File: config.mk
export PLATFORM = sky130hd
export DESIGN_NAME = ex_pc_calculation_flat
export DESIGN_NICKNAME = d
export VERILOG_FILES = /design/src/rtl/ex_pc_calculation_if.sv /design/src/rtl/ex_pc_calculation.sv /design/src/flat_wrapper.sv
export SDC_FILE = /design/constraint.sdc
export NUM_CORES = 1
export LEC_CHECK = 0
export ABC_AREA = 0
export BUFFER_PORTS_ARGS = -buffer_cell sky130_fd_sc_hd__buf_2
export CAP_MARGIN = 20
export CORE_ASPECT_RATIO = 2
export CORE_MARGIN = 2
export CORE_UTILIZATION = 47
export DETAILED_ROUTE_END_ITERATION = 8
export GPL_TIMING_DRIVEN = 1
export PLACE_DENSITY = 0.95
export SYNTH_ARGS = -nofsm -noshare
export SYNTH_HDL_FRONTEND = slang
export SYNTH_SLANG_ARGS = --single-unit
File: constraint.sdc
create_clock -name vclk -period 3
set_input_delay 0.45 -clock vclk [all_inputs]
set_output_delay 0.45 -clock vclk [all_outputs]
set_load 0.02 [all_outputs]
File: src/rtl/ex_pc_calculation_if.sv
// ---------------------------------------------------------------------------
// ex_pc_calculation_if
//   Operand/result bundle for the EX-stage branch-target adder.
//
//   Handshake: there is no ready/back-pressure. valid_in qualifies PC_in and
//   offset in the cycle it is high; valid_out qualifies PC_out and the two
//   flags. A new operand may be presented every cycle.
//
//   Signals
//     valid_in    master->slave  operands valid this cycle
//     PC_in       master->slave  PC+4 of the branch instruction
//     offset      master->slave  sign-extended word offset
//     valid_out   slave->master  results valid
//     PC_out      slave->master  branch target address
//     misaligned  slave->master  PC_in[1:0] != 0
//     shift_ovf   slave->master  the <<2 dropped significant offset bits
//   Modports: master (operand producer / bench), slave (the adder).
// ---------------------------------------------------------------------------
interface ex_pc_calculation_if #(
  parameter int WIDTH = 32
);
  logic             valid_in;
  logic [WIDTH-1:0] PC_in;
  logic [WIDTH-1:0] offset;
  logic             valid_out;
  logic [WIDTH-1:0] PC_out;
  logic             misaligned;
  logic             shift_ovf;

  modport master (
    output valid_in,
    output PC_in,
    output offset,
    input  valid_out,
    input  PC_out,
    input  misaligned,
    input  shift_ovf
  );

  modport slave (
    input  valid_in,
    input  PC_in,
    input  offset,
    output valid_out,
    output PC_out,
    output misaligned,
    output shift_ovf
  );
endinterface

File: src/rtl/ex_pc_calculation.sv
// ---------------------------------------------------------------------------
// ex_pc_calculation
//   EX-stage branch-target adder of the 5-stage MIPS pipeline:
//     PC_out = (PC_in + {offset[29:0], 2'b00}) mod 2^32
//   The carry-out is discarded, so wrap-around is silent. PC_out[1:0] always
//   equals PC_in[1:0]. Two informational flags never alter PC_out:
//     misaligned  PC_in[1:0] != 2'b00
//     shift_ovf   offset[31:29] not all equal (shift lost significant bits)
//   Both flags read 0 whenever valid_out is 0.
//
//   Ports
//     clk    rising-edge clock (used only with EX_PC_CALC_OUT_REG_EN)
//     rst_n  synchronous active-low reset (used only with EX_PC_CALC_OUT_REG_EN)
//     bus    ex_pc_calculation_if.slave: valid_in, PC_in, offset in;
//            valid_out, PC_out, misaligned, shift_ovf out
//
//   Configuration macro: EX_PC_CALC_OUT_REG_EN
//     undefined: outputs are combinational, valid_out = valid_in, PC_out is
//                computed regardless of valid_in, clk/rst_n are ignored.
//     defined:   all four outputs are registered (1-cycle latency). PC_out
//                and the flags load only when valid_in=1, otherwise hold;
//                valid_out is valid_in delayed one cycle; reset clears all
//                outputs and wins over a simultaneous valid_in.
//   WIDTH: only 32 is supported.
// ---------------------------------------------------------------------------
module ex_pc_calculation #(
  parameter int WIDTH = 32
) (
  input logic                clk,
  input logic                rst_n,
  ex_pc_calculation_if.slave bus
);

  logic [WIDTH-1:0] shifted;
  logic [WIDTH-1:0] sum;
  logic             mis_c;
  logic             ovf_c;
  logic [2:0]       off_top;

  // Datapath shared by both builds.
  always_comb begin
    shifted = {bus.offset[WIDTH-3:0], 2'b00};
    sum     = bus.PC_in + shifted;            // carry-out intentionally dropped
    mis_c   = |bus.PC_in[1:0];
    off_top = bus.offset[WIDTH-1:WIDTH-3];
    // The shift preserves the signed value only if bits 31:29 are sign copies.
    ovf_c   = (off_top != 3'b000) && (off_top != 3'b111);
  end

`ifdef EX_PC_CALC_OUT_REG_EN

  logic [WIDTH-1:0] pc_q,    pc_d;
  logic             mis_q,   mis_d;
  logic             ovf_q,   ovf_d;
  logic             valid_q, valid_d;

  always_comb begin
    pc_d    = pc_q;
    mis_d   = mis_q;
    ovf_d   = ovf_q;
    valid_d = bus.valid_in;
    if (bus.valid_in) begin
      pc_d  = sum;
      mis_d = mis_c;
      ovf_d = ovf_c;
    end
  end

  always_ff @(posedge clk) begin
    if (!rst_n) begin
      pc_q    <= '0;
      mis_q   <= 1'b0;
      ovf_q   <= 1'b0;
      valid_q <= 1'b0;
    end else begin
      pc_q    <= pc_d;
      mis_q   <= mis_d;
      ovf_q   <= ovf_d;
      valid_q <= valid_d;
    end
  end

  // Held flag values must not leak out while no result is being presented.
  assign bus.valid_out  = valid_q;
  assign bus.PC_out     = pc_q;
  assign bus.misaligned = mis_q & valid_q;
  assign bus.shift_ovf  = ovf_q & valid_q;

`else

  // Clock and reset have no function in the combinational build.
  logic unused_clk_rst;
  assign unused_clk_rst = clk ^ rst_n;

  assign bus.valid_out  = bus.valid_in;
  assign bus.PC_out     = sum;
  assign bus.misaligned = mis_c & bus.valid_in;
  assign bus.shift_ovf  = ovf_c & bus.valid_in;

`endif

endmodule

File: src/flat_wrapper.sv
// flat-port wrapper written by rule: the top's interface ports become plain ports
module ex_pc_calculation_flat 
#(
  parameter int WIDTH = 32
)
  (clk, rst_n, bus_valid_in, bus_PC_in, bus_offset, bus_valid_out, bus_PC_out, bus_misaligned, bus_shift_ovf);
  ex_pc_calculation_if #(.WIDTH(WIDTH)) bus_i ();
  input logic clk;
  input logic rst_n;
  input wire logic [$bits(bus_i.valid_in)-1:0] bus_valid_in;
  input wire logic [$bits(bus_i.PC_in)-1:0] bus_PC_in;
  input wire logic [$bits(bus_i.offset)-1:0] bus_offset;
  output wire logic [$bits(bus_i.valid_out)-1:0] bus_valid_out;
  output wire logic [$bits(bus_i.PC_out)-1:0] bus_PC_out;
  output wire logic [$bits(bus_i.misaligned)-1:0] bus_misaligned;
  output wire logic [$bits(bus_i.shift_ovf)-1:0] bus_shift_ovf;
  assign bus_i.valid_in = bus_valid_in;
  assign bus_i.PC_in = bus_PC_in;
  assign bus_i.offset = bus_offset;
  assign bus_valid_out = bus_i.valid_out;
  assign bus_PC_out = bus_i.PC_out;
  assign bus_misaligned = bus_i.misaligned;
  assign bus_shift_ovf = bus_i.shift_ovf;
  ex_pc_calculation #(.WIDTH(WIDTH)) u_core (.clk(clk), .rst_n(rst_n), .bus(bus_i));
endmodule
Word-level counts from Yosys, hierarchy flattened
Index checks and enable logic that the tools add are counted.
- reductions and logical operators: 3
- add/sub/neg operators: 1
- eq/ne operators: 1
- bitwise gates (word level): 2
- operator list (operator ; count):
    $add A32 B32 Y32 ; 1
    $ne A3 B3 Y1 const B ; 1
    $reduce_bool A3 Y1 ; 1
    $and A1 B1 Y1 ; 2
    $reduce_or A2 Y1 ; 1
    $logic_and A1 B1 Y1 ; 1
- word-level logic and storage cells: 7
- input port bits: 67
- register bits: 0

Logic depth before layout (Yosys ltp)
Gate-level depths: netlist of the first run.
- word-level depth: 3
- gate-level depth with buffers: 9
- mapped depth without buffers: 9

Least setup slack after synthesis of the first run
OpenSTA, ideal clock, no wires.
- path type: input port to output port
- from: input port bus_offset[0]
- to: output port bus_PC_out[20]
- data required time: 2550 ps
- setup slack: 56 ps
- data arrival time: 2494 ps
- stages on the path: 9
- cells stage by stage: ha_1 > inv_1 > fa_1 > nand2b_1 > a21oi_1 > o21ai_2 > o31ai_1 > a31oi_1 > xnor2_1
- longest elaborated chain between the ends: 1
- ends and longest elaborated chain (what ; RTL line ; source):
    start, declared ; flat_wrapper.sv:12 ; input wire logic [$bits(bus_i.offset)-1:0] bus_offset;
    $add A32 B32 Y32 ; ex_pc_calculation.sv:43 ; sum = bus.PC_in + shifted;
    end, declared ; flat_wrapper.sv:14 ; output wire logic [$bits(bus_i.PC_out)-1:0] bus_PC_out;
No other way between the ends.

Worst setup path in the final report of the first run
- from: input port bus_offset[6]
- to: output port bus_PC_out[21]
The elaborated chain is that of the path after synthesis.

==> results of run 1 <==
[power breakdown]
group / leakage, nW / total, mW / switching (mW) / internal [mW]
sequential: 0 / 0 / 0 / 0
combinational: 1.21 / 0.692 / 0.410 / 0.282
clock: 0 / 0 / 0 / 0
total: 1.21 / 0.692 / 0.410 / 0.282
[placed cells by master (no fill, tap or decap), types with 6 or more instances in the layout]
cell / instances
buf_2: 99
a21oi_1: 30
ha_1: 27
xnor2_1: 22
nand2_1: 20
nor2_1: 18
o21ai_0: 16
buf_4: 16
inv_1: 10
nand4_1: 7
a21o_1: 7
nor3_1: 6
xor2_1: 6
[through the flow]
step,std cells,utilization (%)
after global routing,401,67.8
after detailed placement,400,65.6
after floorplan,249,-
after global placement,400,65.6
after CTS,400,65.6
final,401,67.8
[critical path, cell delays in order]
cell       delay (ns)
buf_2            0.10
ha_1             0.35
o21ai_1          0.15
a2111oi_2        0.41
a22oi_1          0.15
a31oi_1          0.29
buf_4            0.16
nor2_1           0.05
xnor2_1          0.16
buf_2            0.18
[routing by layer]
layer	vias to the layer above	wire length, um	track usage (%)
met4	0	265	12.3
met2	125	3220	52.1
met5	-	0	0
met3	25	363	1.81
li1	1134	-	-
met1	1032	1800	20.0
[logic make-up (layout without fill, tap and decap cells)]
kind of cell,after synthesis,after routing,share of synthesized area [%]
AO/OA/AOI/OAI,98,98,37.8
XOR/XNOR,28,28,14.1
adder cells (fa/ha/maj),30,30,22.0
buffers and inverters,23,126,6.40
multiplexers,1,1,0.576
AND/OR/NAND/NOR,69,69,19.1
[final cells by class]
cell class,count,area [um2]
multi-input cells,226,1690
fillers,318,1150
repair buffers,116,627
well taps,49,61.3
inverters,10,37.5
[what timing repair did]
| action | CTS | global route |
|---|---|---|
| setup endpoints to repair | 1 | 12 |
| gates resized for setup | 1 | 17 |
| buffers inserted | 0 | 1 |
| pin swaps | 0 | 7 |
[worst max-delay path by stage]
stage / slack (ns) / depth (start not counted) / start / endpoint
final: 0.10 / 10 / bus_offset[6] / bus_PC_out[21]
after global routing: -0.005 / 9 / bus_offset[2] / bus_PC_out[27]
after CTS: 0.009 / 10 / bus_offset[0] / bus_PC_out[27]
after detailed placement: -0.008 / 10 / bus_offset[6] / bus_PC_out[21]
after global placement: 0.05 / 13 / bus_offset[0] / bus_PC_out[22]
after floorplan: 0.06 / 9 / bus_offset[0] / bus_PC_out[20]
==> results.ini, run 1 <==
[layout]
seq_cells=0
antenna_cells=0
fin_nets=451
ff_latch_area_um2=0
drive_gt1_share_pct=38.6
nClkBuffers=0
stdcell_area_um2=2420
area_growth_pct=39.1

[worst_setup_path]
cp.required_ns=2.55
endpoint_kind=primary output
arrival_ns=2.45
path_class=primary input to primary output
crit_fanout=5
cp-start-kind=primary input

[yosys]
syn_inst=249
ys_warn_count=0
syn_area_um2=1740
yosysTopAreaCell=ha_1
synth.avg_cell_area_um2=6.98
yosys-top-cells-count=33 x a21oi_1, 29 x ha_1, 22 x xnor2_1
synthesis.nets=346
yosysMostFrequentCell=a21oi_1
netlist_top_cells_area=ha_1 21%, xnor2_1 11%, a21oi_1 9.5%
ys_seq_area_share_pct=0
synth_top_area_share_pct=20.9
synthDistinctLibCells=50

[hold_path]
whs_endpoint=bus_PC_out[1]
hp-class=primary input to primary output
min_path_cells=2
worst_hold_startpoint=bus_PC_in[1]

[placed_design]
hpwl_um=4920
placed_area_um2=2340
place_ws_ns=-0.00776
portBuffers=100
place.gp.congestion=0.934

[global_routing]
grt_use_total_pct=25.3
antenna_found_initial=0
grt_pass1_wl_um=8590
gr-total-overflow=0
grt_max_degree=9
grt_pass1_vias=2255

[die]
dieArea_um2=4230
core-area_um2=3570
core.rowCount=31
die_w_um=47.0
start_util_pct=48.7
ioPinCount=102
fp.dieH_um=90.0

[sta]
slew_headroom_pct=67.4
worst_pin_slew_ns=0.484
whs_ns=1.14
post-route-period-util_pct=96.7
drv_slew=0
setup_ws_ns=0.100
post-route-min-period_ns=2.90
hold_viol=0
setup_viol=0
finalSetupTns_ns=0
fmax_mhz=345

[route]
avgViaCountPerCell=5.78
dr.first_iter.drc_count=57
drt-pass1-iter-count=4
routedWlPerCell_um=14.1
drc=0
wirelength_um=5660
ant_nets=0
via_count=2316

[power]
power_leakage_nw=1.21
power_density_nw_per_um2=286
power_mw=0.692
ir_drop_uv=172

[clocking]
cts_hold_buffers=0

[run_status]
status=finished, final reports clean

[run]
drv_cap=0

Power figures use the tool's default switching activity.
==> inputs of run 2 (changes only) <==
--- a/config.mk
+++ b/config.mk
@@ -14,6 +14,8 @@
 export DETAILED_ROUTE_END_ITERATION = 8
 export GPL_TIMING_DRIVEN = 1
 export PLACE_DENSITY = 0.95
+export SETUP_SLACK_MARGIN = 0.3
+export SLEW_MARGIN = 20
 export SYNTH_ARGS = -nofsm -noshare
 export SYNTH_HDL_FRONTEND = slang
 export SYNTH_SLANG_ARGS = --single-unit
==> run 2 against run 1 <==
Net effect: the run now ends with negative setup slack left; hold slack better by 0.0047 ns; non-clock buffer count rose by 14; worst setup slack worse by 0.26 ns; core utilization rose by 14 points; total power is 30% higher; wire length up 57%; first-iteration DRC count rose to 4.1 times the previous value; critical path depth decreased by 1; flip-flop and latch count unchanged; via count rose by 19%; sequential share of layout area unchanged; critical path type unchanged; critical endpoint is now bus_PC_out[29]; largest cell class unchanged; largest power group unchanged.
==> results.ini, run 2 (same netlist as run 1, synthesis figures left out) <==
[worst_setup_path]
endpoint_kind=primary output
path_delay_family=compound AO/OA/AOI/OAI gates
crit_fanout=4  ; -1
cp_slowest_stage_delay_ns=0.68  ; +0.27 ns
arrival_ns=2.71  ; +0.26 ns
cpMaxStageDelayCell=a2111oi_2
crit_buf_inv=2  ; -1
path_class=primary input to primary output
cp-start-kind=primary input
cp.required_ns=2.55  ; about the same
crit_chain=buf_2, ha_1, nand2_1, a2111oi_2, a22oi_2, a31oi_2, a211oi_2, xnor2_1, buf_4

[placed_design]
portBuffers=100  ; unchanged
place.gp.congestion=0.932  ; -0.26%
hpwl_um=5100  ; +3.7%
place_ws_ns=-0.0197  ; -0.0119 ns

[die]
core.rowCount=31  ; unchanged
dieArea_um2=4230  ; unchanged
core-area_um2=3570  ; unchanged
start_util_pct=48.7  ; unchanged
fp.dieH_um=90.0  ; unchanged
ioPinCount=102  ; unchanged
die_w_um=47.0  ; unchanged

[layout]
final_common_cell=buf_2
num-fill-cells=200  ; -37%
mostFrequentLayoutCells=73 x buf_2, 36 x buf_4, 24 x a21oi_1
ff_latch_area_um2=0  ; unchanged
fin_nets=465  ; +3.1%
multi_input_area_um2=1930  ; +14%
area_growth_pct=67.6
antenna_cells=0  ; unchanged
seq_cells=0  ; unchanged
nClkBuffers=0  ; unchanged
drive_gt1_share_pct=50.0  ; +11 points

[power]
power_leakage_nw=1.37  ; +13%
power_density_nw_per_um2=309  ; +8.0%
ir_drop_uv=199  ; +16%
power_mw=0.900  ; +30%

[sta]
post-route-period-util_pct=105  ; +8.5 points
worst_pin_slew_ns=0.663  ; +0.179 ns
fmax_mhz=317  ; -8.1%
drv_slew=0  ; unchanged
post-route-min-period_ns=3.16  ; +0.256 ns
slew_headroom_pct=55.7  ; -12 points
setup_ws_ns=-0.156  ; -0.256 ns
setup_viol=5  ; +5
hold_viol=0  ; unchanged
rsz0062_at_grt=true

[global_routing]
grt_max_degree=10  ; +1
antenna_found_initial=0  ; unchanged
gr-total-overflow=0  ; unchanged
grt_pass1_vias=2667  ; +18%
grt_pass1_wl_um=11800  ; +37%
grt_use_total_pct=37.0  ; +12 points

[route]
drc=0  ; unchanged
wl_met3_um=792  ; +120%
routed.top_layer=met4
drt-pass1-iter-count=5  ; +1
met1Wirelength_um=2640  ; +47%
wirelength_um=8900  ; +57%
via_count=2753  ; +19%
ant_nets=0  ; unchanged
avgViaCountPerCell=6.63  ; +15%
routedWlPerCell_um=21.4  ; +52%
wl_met2_um=4520  ; +40%
dr.first_iter.drc_count=231  ; +310%

[hold_path]
hp-class=primary input to primary output

[run_status]
violations=negative setup slack
status=complete, but fails checks

[run]
drv_cap=0  ; unchanged

[clocking]
cts_hold_buffers=0  ; unchanged

## run 2: metrics by stage
step	std cells	setup TNS (ns)	hold slack [ns]	util (%)	area [um2]
floorplan	249	0	1.01	-	1770
global placement	401	0	1.14	66.5	2370
detailed placement	401	-0.0197	1.14	66.5	2370
CTS	411	0	1.14	77.3	2760
global route	415	-1.38	1.15	81.7	2910
finish	415	-0.345	1.14	81.7	2910
## run 2: per-layer routing
| metal | up-vias | GRT usage [%] |
|---|---|---|
| li1 | 1168 | - |
| met1 | 1227 | 28.8 |
| met2 | 245 | 67.7 |
| met3 | 113 | 12.9 |
| met4 | 0 | 23.6 |
| met5 | - | 0 |
## run 2: layout make-up
class / instances / share of cell area [%]
inverter: 10 / 1.29
tap: 49 / 2.10
timing repair buffer: 130 / 30.3
multi-input combinational: 226 / 66.3
## run 2: report_power, final
group	total, mW	switching, mW	internal [mW]
clock	0	0	0
combinational	0.900	0.511	0.390
sequential	0	0	0
## run 2: path summary, 6_finish.rpt
path | startpoint | to | slack (ns) | cells past startpoint
max | bus_offset[8] | bus_PC_out[29] | -0.16 | 9
min | bus_PC_in[0] | bus_PC_out[0] | 1.14 | 2
## run 2: repair_timing
action / in CTS / in global routing
endpoints found under the hold margin: 0 / 0
endpoints found under the setup margin: 18 / 18
pin swaps: 32 / 16
resized for setup: 63 / 33
setup buffers: 10 / 4
==> inputs of run 3 (changes only) <==
--- a/config.mk
+++ b/config.mk
@@ -14,8 +14,8 @@
 export DETAILED_ROUTE_END_ITERATION = 8
 export GPL_TIMING_DRIVEN = 1
 export PLACE_DENSITY = 0.95
+export REMOVE_ABC_BUFFERS = 1
 export SETUP_SLACK_MARGIN = 0.3
-export SLEW_MARGIN = 20
 export SYNTH_ARGS = -nofsm -noshare
 export SYNTH_HDL_FRONTEND = slang
 export SYNTH_SLANG_ARGS = --single-unit
==> run 3 against run 2 <==
Net effect: highest routed layer unchanged; critical endpoint is now bus_PC_out[20]; final area rose by 0.86%; the run still ends with negative setup slack left; core utilization rose by 0.70 points; combinational power fell by 1%; wire length rose by 2.7%; sequential share of layout area did not move; flip-flop and latch count did not move; critical path depth rose by 4; cell count fell by 0.48%; first-iteration DRC count rose by 20%.
==> results.ini, run 3 (same netlist as run 1, synthesis figures left out) <==
[run]
drv_cap=0  ; unchanged

[layout]
fin_nets=463  ; -0.43%
antenna_cells=0  ; unchanged
mostFrequentLayoutCells=70 x buf_2, 38 x buf_4, 24 x a21oi_1
ff_latch_area_um2=0  ; unchanged
stdcell_count=413  ; -0.48%
drive_gt1_share_pct=49.5  ; -0.55 points
nClkBuffers=0  ; unchanged
area_growth_pct=69.0
final_common_cell=buf_2
seq_cells=0  ; unchanged

[power]
p_clk_share_pct=0  ; unchanged
power_leakage_nw=1.33  ; -2.4%
power_mw=0.889  ; -1.3%
ir_drop_uv=193  ; -3.1%
seq_power_share_pct=0  ; unchanged
power_density_nw_per_um2=302  ; -2.1%
p_comb_share_pct=100.0  ; about the same
power.switching_mw=0.508  ; -0.40%
swShare_pct=57.2  ; +0.49 points
power.internal_mw=0.380  ; -2.4%

[global_routing]
grt_pass1_wl_um=10100  ; -14%
grt_pass1_vias=2479  ; -7.0%
antenna_found_initial=0  ; unchanged
grt_max_degree=10  ; unchanged
gr-total-overflow=0  ; unchanged
grt_use_total_pct=30.6  ; -6.4 points

[clocking]
cts_hold_buffers=0  ; unchanged

[sta]
drv_slew=0  ; unchanged
post-route-period-util_pct=101  ; -4.7 points
worst_pin_slew_ns=0.558  ; -0.106 ns
setup_viol=1  ; -4
whs_ns=1.14  ; -0.00149 ns
rsz0062_at_grt=true
hold_viol=0  ; unchanged
setup_ws_ns=-0.0155  ; +0.140 ns
fmax_mhz=332  ; +4.7%
post-route-min-period_ns=3.02  ; -0.140 ns
slew_headroom_pct=62.4  ; +6.7 points

[route]
ant_nets=0  ; unchanged
drt-pass1-iter-count=5  ; unchanged
wirelength_um=9140  ; +2.7%
via_count=2775  ; +0.80%
drc=0  ; unchanged
avgViaCountPerCell=6.72  ; +1.3%
dr.first_iter.drc_count=277  ; +20%
routedWlPerCell_um=22.1  ; +3.2%

[die]
dieArea_um2=4230  ; unchanged
start_util_pct=48.7  ; unchanged
core.rowCount=31  ; unchanged
core-area_um2=3570  ; unchanged
fp.dieH_um=90.0  ; unchanged
ioPinCount=102  ; unchanged
die_w_um=47.0  ; unchanged

[worst_setup_path]
arrival_ns=2.57  ; -0.14 ns
crit_fanout=3  ; -1
cp-start-kind=primary input
cp.required_ns=2.55  ; about the same
endpoint_kind=primary output
path_class=primary input to primary output

[placed_design]
hpwl_um=4880  ; -4.4%
place_ws_ns=-0.0312  ; -0.0115 ns
portBuffers=100  ; unchanged
place_inst=399  ; -0.50%
place.gp.congestion=0.977  ; +4.8%

[hold_path]
hp-class=primary input to primary output

[run_status]
violations=negative setup slack
status=complete, but fails checks

[run 3: worst max-delay path, cell delays in order]
cell      delay, ns
buf_8          0.07
ha_4           0.13
inv_2          0.04
fa_2           0.34
nand2b_4       0.17
a21oi_4        0.13
buf_6          0.16
o21ai_4        0.07
o31ai_2        0.24
buf_4          0.19
a31oi_1        0.12
xnor2_1        0.26
buf_4          0.20
[run 3: metrics by stage]
stage,area (um2),TNS [ns],util [%]
2_1_floorplan,1670,0,-
3_3_place_gp,2330,0,65.4
3_5_place_dp,2330,-0.0468,65.4
4_1_cts,2660,0,74.4
5_1_grt,2940,-0.310,82.4
6_report,2940,-0.0155,82.4
[run 3: per-layer routing]
layer	routed length [um]	GRT usage (%)	up-vias
met5	0	0	-
met3	1070	2.61	88
met1	2900	26.9	1241
met2	4430	59.1	289
met4	741	16.4	0
li1	-	-	1157
[run 3: area by class of cell]
type	instances	area (um2)
Fill cell	204	629
Inverter	10	37.5
Multi-Input combinational cell	226	1980
Tap cell	49	61.3
Timing Repair Buffer	128	865
[run 3: timing repair]
action,CTS,global route
gates resized for setup,55,43
buffers inserted,4,10
endpoints found under the setup margin,16,15
pin swaps,24,20
[run 3: power by group through the flow]
stage / clock, mW / sequential [mW] / combinational (mW)
2_1_floorplan: 0 / 0 / 0.437
4_1_cts: 0 / 0 / 0.746
5_1_grt: 0 / 0 / 0.931
3_3_place_gp: 0 / 0 / 0.650
3_5_place_dp: 0 / 0 / 0.664
6_report: 0 / 0 / 0.889
[run 3: worst paths after layout]
path                          start  slack, ns        endpoint  depth (start not counted)
worst max-delay path  bus_offset[0]      -0.02  bus_PC_out[20]                         13
worst min-delay path   bus_PC_in[1]       1.14   bus_PC_out[1]                          2
